### src/rtl/register_file_if.sv
// Register-file access bus: two combinational read ports and one write port.
interface register_file_if;
  logic [4:0]  read_reg1;
  logic [4:0]  read_reg2;
  logic [4:0]  write_reg;
  logic [31:0] write_data;
  logic        reg_write;
  logic [31:0] read_data1;
  logic [31:0] read_data2;

  modport master (
    output read_reg1, read_reg2, write_reg, write_data, reg_write,
    input  read_data1, read_data2
  );

  modport slave (
    input  read_reg1, read_reg2, write_reg, write_data, reg_write,
    output read_data1, read_data2
  );
endinterface

### src/rtl/register_file.sv
// 32 x 32-bit architectural register file, $0 hardwired to zero, sync write, async read.
// Define RF_BYPASS_EN to forward same-cycle write data to matching read ports.
module register_file (
  input logic            clk,
  input logic            reset,
  register_file_if.slave rf
);

  logic [31:0] regs [32];
  logic        wr_active;
  logic [31:0] data1;
  logic [31:0] data2;

  assign wr_active = rf.reg_write && (rf.write_reg != 5'd0);

  always_ff @(posedge clk) begin
    if (reset) begin
      for (int unsigned i = 0; i < 32; i++) begin
        regs[i] <= '0;
      end
    end else if (wr_active) begin
      regs[rf.write_reg] <= rf.write_data;
    end
  end

  always_comb begin
    data1 = regs[rf.read_reg1];
    data2 = regs[rf.read_reg2];
`ifdef RF_BYPASS_EN
    // Forwarding is suppressed during reset, matching the write it would mirror.
    if (wr_active && !reset && (rf.read_reg1 == rf.write_reg)) data1 = rf.write_data;
    if (wr_active && !reset && (rf.read_reg2 == rf.write_reg)) data2 = rf.write_data;
`endif
    if (rf.read_reg1 == 5'd0) data1 = '0;
    if (rf.read_reg2 == 5'd0) data2 = '0;
  end

  assign rf.read_data1 = data1;
  assign rf.read_data2 = data2;

endmodule

### src/flat_wrapper.sv
// flat-port wrapper written by rule: the top's interface ports become plain ports
module register_file_flat 
  (clk, reset, rf_read_reg1, rf_read_reg2, rf_write_reg, rf_write_data, rf_reg_write, rf_read_data1, rf_read_data2);
  register_file_if rf_i ();
  input logic clk;
  input logic reset;
  input wire logic [$bits(rf_i.read_reg1)-1:0] rf_read_reg1;
  input wire logic [$bits(rf_i.read_reg2)-1:0] rf_read_reg2;
  input wire logic [$bits(rf_i.write_reg)-1:0] rf_write_reg;
  input wire logic [$bits(rf_i.write_data)-1:0] rf_write_data;
  input wire logic [$bits(rf_i.reg_write)-1:0] rf_reg_write;
  output wire logic [$bits(rf_i.read_data1)-1:0] rf_read_data1;
  output wire logic [$bits(rf_i.read_data2)-1:0] rf_read_data2;
  assign rf_i.read_reg1 = rf_read_reg1;
  assign rf_i.read_reg2 = rf_read_reg2;
  assign rf_i.write_reg = rf_write_reg;
  assign rf_i.write_data = rf_write_data;
  assign rf_i.reg_write = rf_reg_write;
  assign rf_read_data1 = rf_i.read_data1;
  assign rf_read_data2 = rf_i.read_data2;
  register_file u_core (.clk(clk), .reset(reset), .rf(rf_i));
endmodule
### config.mk
export PLATFORM = sky130hd
export DESIGN_NAME = register_file_flat
export DESIGN_NICKNAME = d
export VERILOG_FILES = /design/src/rtl/register_file_if.sv /design/src/rtl/register_file.sv /design/src/flat_wrapper.sv
export SDC_FILE = /design/constraint.sdc
export NUM_CORES = 2
export LEC_CHECK = 0
export CORE_MARGIN = 2
export CORE_UTILIZATION = 32
export CTS_CLUSTER_DIAMETER = 50
export DETAILED_ROUTE_END_ITERATION = 8
export HOLD_SLACK_MARGIN = 0.03
export SLEW_MARGIN = 40
export SYNTH_ARGS = -nofsm -noshare
export SYNTH_HDL_FRONTEND = slang
export SYNTH_SLANG_ARGS = --single-unit
### constraint.sdc
create_clock -name clk -period 4.1 [get_ports clk]
set_input_delay 0.82 -clock clk [delete_from_list [all_inputs] [get_ports clk]]
set_output_delay 0.82 -clock clk [all_outputs]
set_load 0.005 [all_outputs]
==> results.cfg <==
[run_status]
status = finished clean

[grt]
grt.total_usage = 0.234
grt_pass1_vias = 36900
grt_first_pass_wirelength_mm = 288
overflow = 0
grt_max_degree = 59
antenna_found_initial = 16

[timing]
fin_crit_sh = 0.994
finalSetupTns_ps = 0
slew_headroom = 0.409
worst_pin_slew_ps = 886
setup_viol_count_final = 0
rsz0062_at_grt = yes
slew_violations = 0
min_period_ps = 4070
timing_hold_violations_final = 0
fmax_mhz = 245
finalHoldWorstSlack_ps = 452

[critical_path]
cp-startpoint = rf_read_reg2[0]
max_stage_delay_ps = 510
arrival_ps = 3250
path_delay_family = buffers and inverters
criticalPathCategory = in2out
crit_chain = buf_12 -> buf_16 -> buf_4 -> nor2b_4 -> buf_4 -> nand2_1 -> nand4_1 -> a211oi_2 -> buf_4 -> clkdlybuf4s50_1
required_ps = 3280
slowest_stage = buf_4
cp-end-kind = output port
path_buf_inv = 6
cp_max_fo = 16
cpMostUsedCell = buf_4
startpoint_type = input pin

[floorplan]
ioPinCount = 114
die_y_um = 419
dieArea_um2 = 175000
row_count = 152
start_util = 0.322
die_x_um = 419
coreArea_um2 = 171000

[placement]
gp_congestion = 0.866
hpwl_mm = 127
port_buffers = 113

[yosys]
ys_seq_area_frac = 0.559
synth_cell_types = 41
yosys.cell_count.top_type = edfxtp_1
synth_warnings = 0
synth-simple-area-share = 0.136
ys_ff_latch = 1024
yosys.area_share.xor_xnor = 0
yosys-top-cells-area = edfxtp_1 56%, mux4_2 12%, and2_1 11%
synthFlopType = edfxtp_1
synth_commonest_cells = 1024 x edfxtp_1, 994 x and2_1, 320 x mux2i_1, 298 x mux4_2, 295 x clkbuf_1
synth_area_um2 = 55000
synthAdderAreaFrac = 0
synth_top_area_frac = 0.559
synth-edff-count = 1024
synth_compound_area_frac = 0.0519
avgSynthCellArea_um2 = 14.5
muxShareOfSynthArea = 0.219
synthArstFlopShare = 0
netlist_instances = 3793
synth_top_family_by_area = multiplexers
synth_largest_area_cell = edfxtp_1

[clock_tree]
clock_sinks = 1024
clk_pin_slew_ps = 60
cts_tree = yes
root_buffer = clkbuf_16
clockBufferDepth = 3
htreeDepth = 3
cts_hold_buf = 0
cts_buffers = 120

[final_layout]
largest_reg_flops = 1024
top_register = u_core.regs
fill_cells = 15800
area_delta_synth_final_pct = 18.8
reg_top3 = u_core.regs: 1024 flops
nets = 4060
drive_above_1_share = 0.259

[route]
wl_mm = 210
vias_per_cell = 5.90
drc = 0
ant_nets = 0
wl_met3_mm = 22.0
wl_per_cell_um = 33.0
drt_iter0_markers = 5499
first_pass_iters = 5
wl_met1_mm = 80.4
vias = 37500
routed-wl-met2_mm = 95.4
top_layer = met5

[worst_hold_path]
hold_path_class = in2reg
min_from = reset
holdPathEnd = u_core.regs[0][23]
min_path_cells = 1

[power_and_ir_drop]
power_density_nw_per_um2 = 412
peakVddDrop_mv = 0.336
cellLeakagePower_nw = 23.2
finalPower_mw = 26.9

[run]
cap_violations = 0
through the flow:
stage / instances / setup WS, ps / utilization / area, um^2
after CTS: 6341 / -5.48 / 0.381 / 65200
after global routing: 6349 / -7.79 / 0.382 / 65400
after global placement: 6113 / -332 / 0.357 / 61100
after floorplan: 3824 / 1020 / - / 55200
after detailed placement: 6115 / -339 / 0.356 / 61000
final: 6355 / 25.0 / 0.382 / 65400
per-layer routing:
metal,up-vias,GRT usage
met3,514,0.0465
li1,15000,-
met2,2551,0.366
met4,2,0.116
met1,19400,0.312
met5,-,0
timing repair:
action	4_1_cts	5_1_grt
gates resized for setup	25	20
gates cloned	2	4
pin swaps	0	2
buffers inserted	0	0
endpoints found under the setup margin	20	22
cell type report:
cell class	count	area, um^2	area share
timing repair buffer	476	4860	0.0743
clock buffer	143	3150	0.0482
sequential	1024	30700	0.470
clock inverter	81	848	0.0130
multi-input combinational	2386	23000	0.351
antenna	10	25.0	0.000383
tap	2233	2790	0.0427
inverter	2	8.76	0.000134
cell families (layout without fill, tap and decap cells):
kind of cell           Yosys count  count (layout)
AND/OR/NAND/NOR               1251            1251
flip-flops                    1024            1024
other                            1              42
multiplexers                   736             736
AO/OA/AOI/OAI                  367             367
buffers and inverters          414             702
placed cells by master, fill, tap and decap left out, drive strengths merged, types with 17 or more instances in the layout:
master / instances
a211oi: 64
a21oi: 32
a221oi: 47
a22oi: 64
a311oi: 32
and2: 994
buf: 398
clkbuf: 147
clkdlybuf4s50: 71
clkinv: 49
conb: 32
edfxtp: 1024
mux2: 64
mux2i: 320
mux4: 352
nand2: 101
nand4: 32
nor2: 38
nor2b: 37
o2111ai: 17
o21ai: 47
o221ai: 64
or2: 32
report_power, final:
| group | switching [mW] | internal (mW) |
|---|---|---|
| registers | 0.313 | 12.1 |
| logic | 1.97 | 1.57 |
| clock network | 4.55 | 6.43 |
| total | 6.83 | 20.1 |
worst max-delay path by stage:
| stage | depth (start not counted) | end | slack [ps] |
|---|---|---|---|
| finish | 10 | rf_read_data2[27] | 30 |
| CTS | 9 | rf_read_data2[28] | -5 |
| floorplan | 6 | rf_read_data2[10] | 1020 |
| global route | 9 | rf_read_data1[17] | -8 |
| detailed placement | 9 | rf_read_data1[25] | -340 |
| global placement | 9 | rf_read_data1[25] | -330 |
Power figures use the tool's default switching activity.
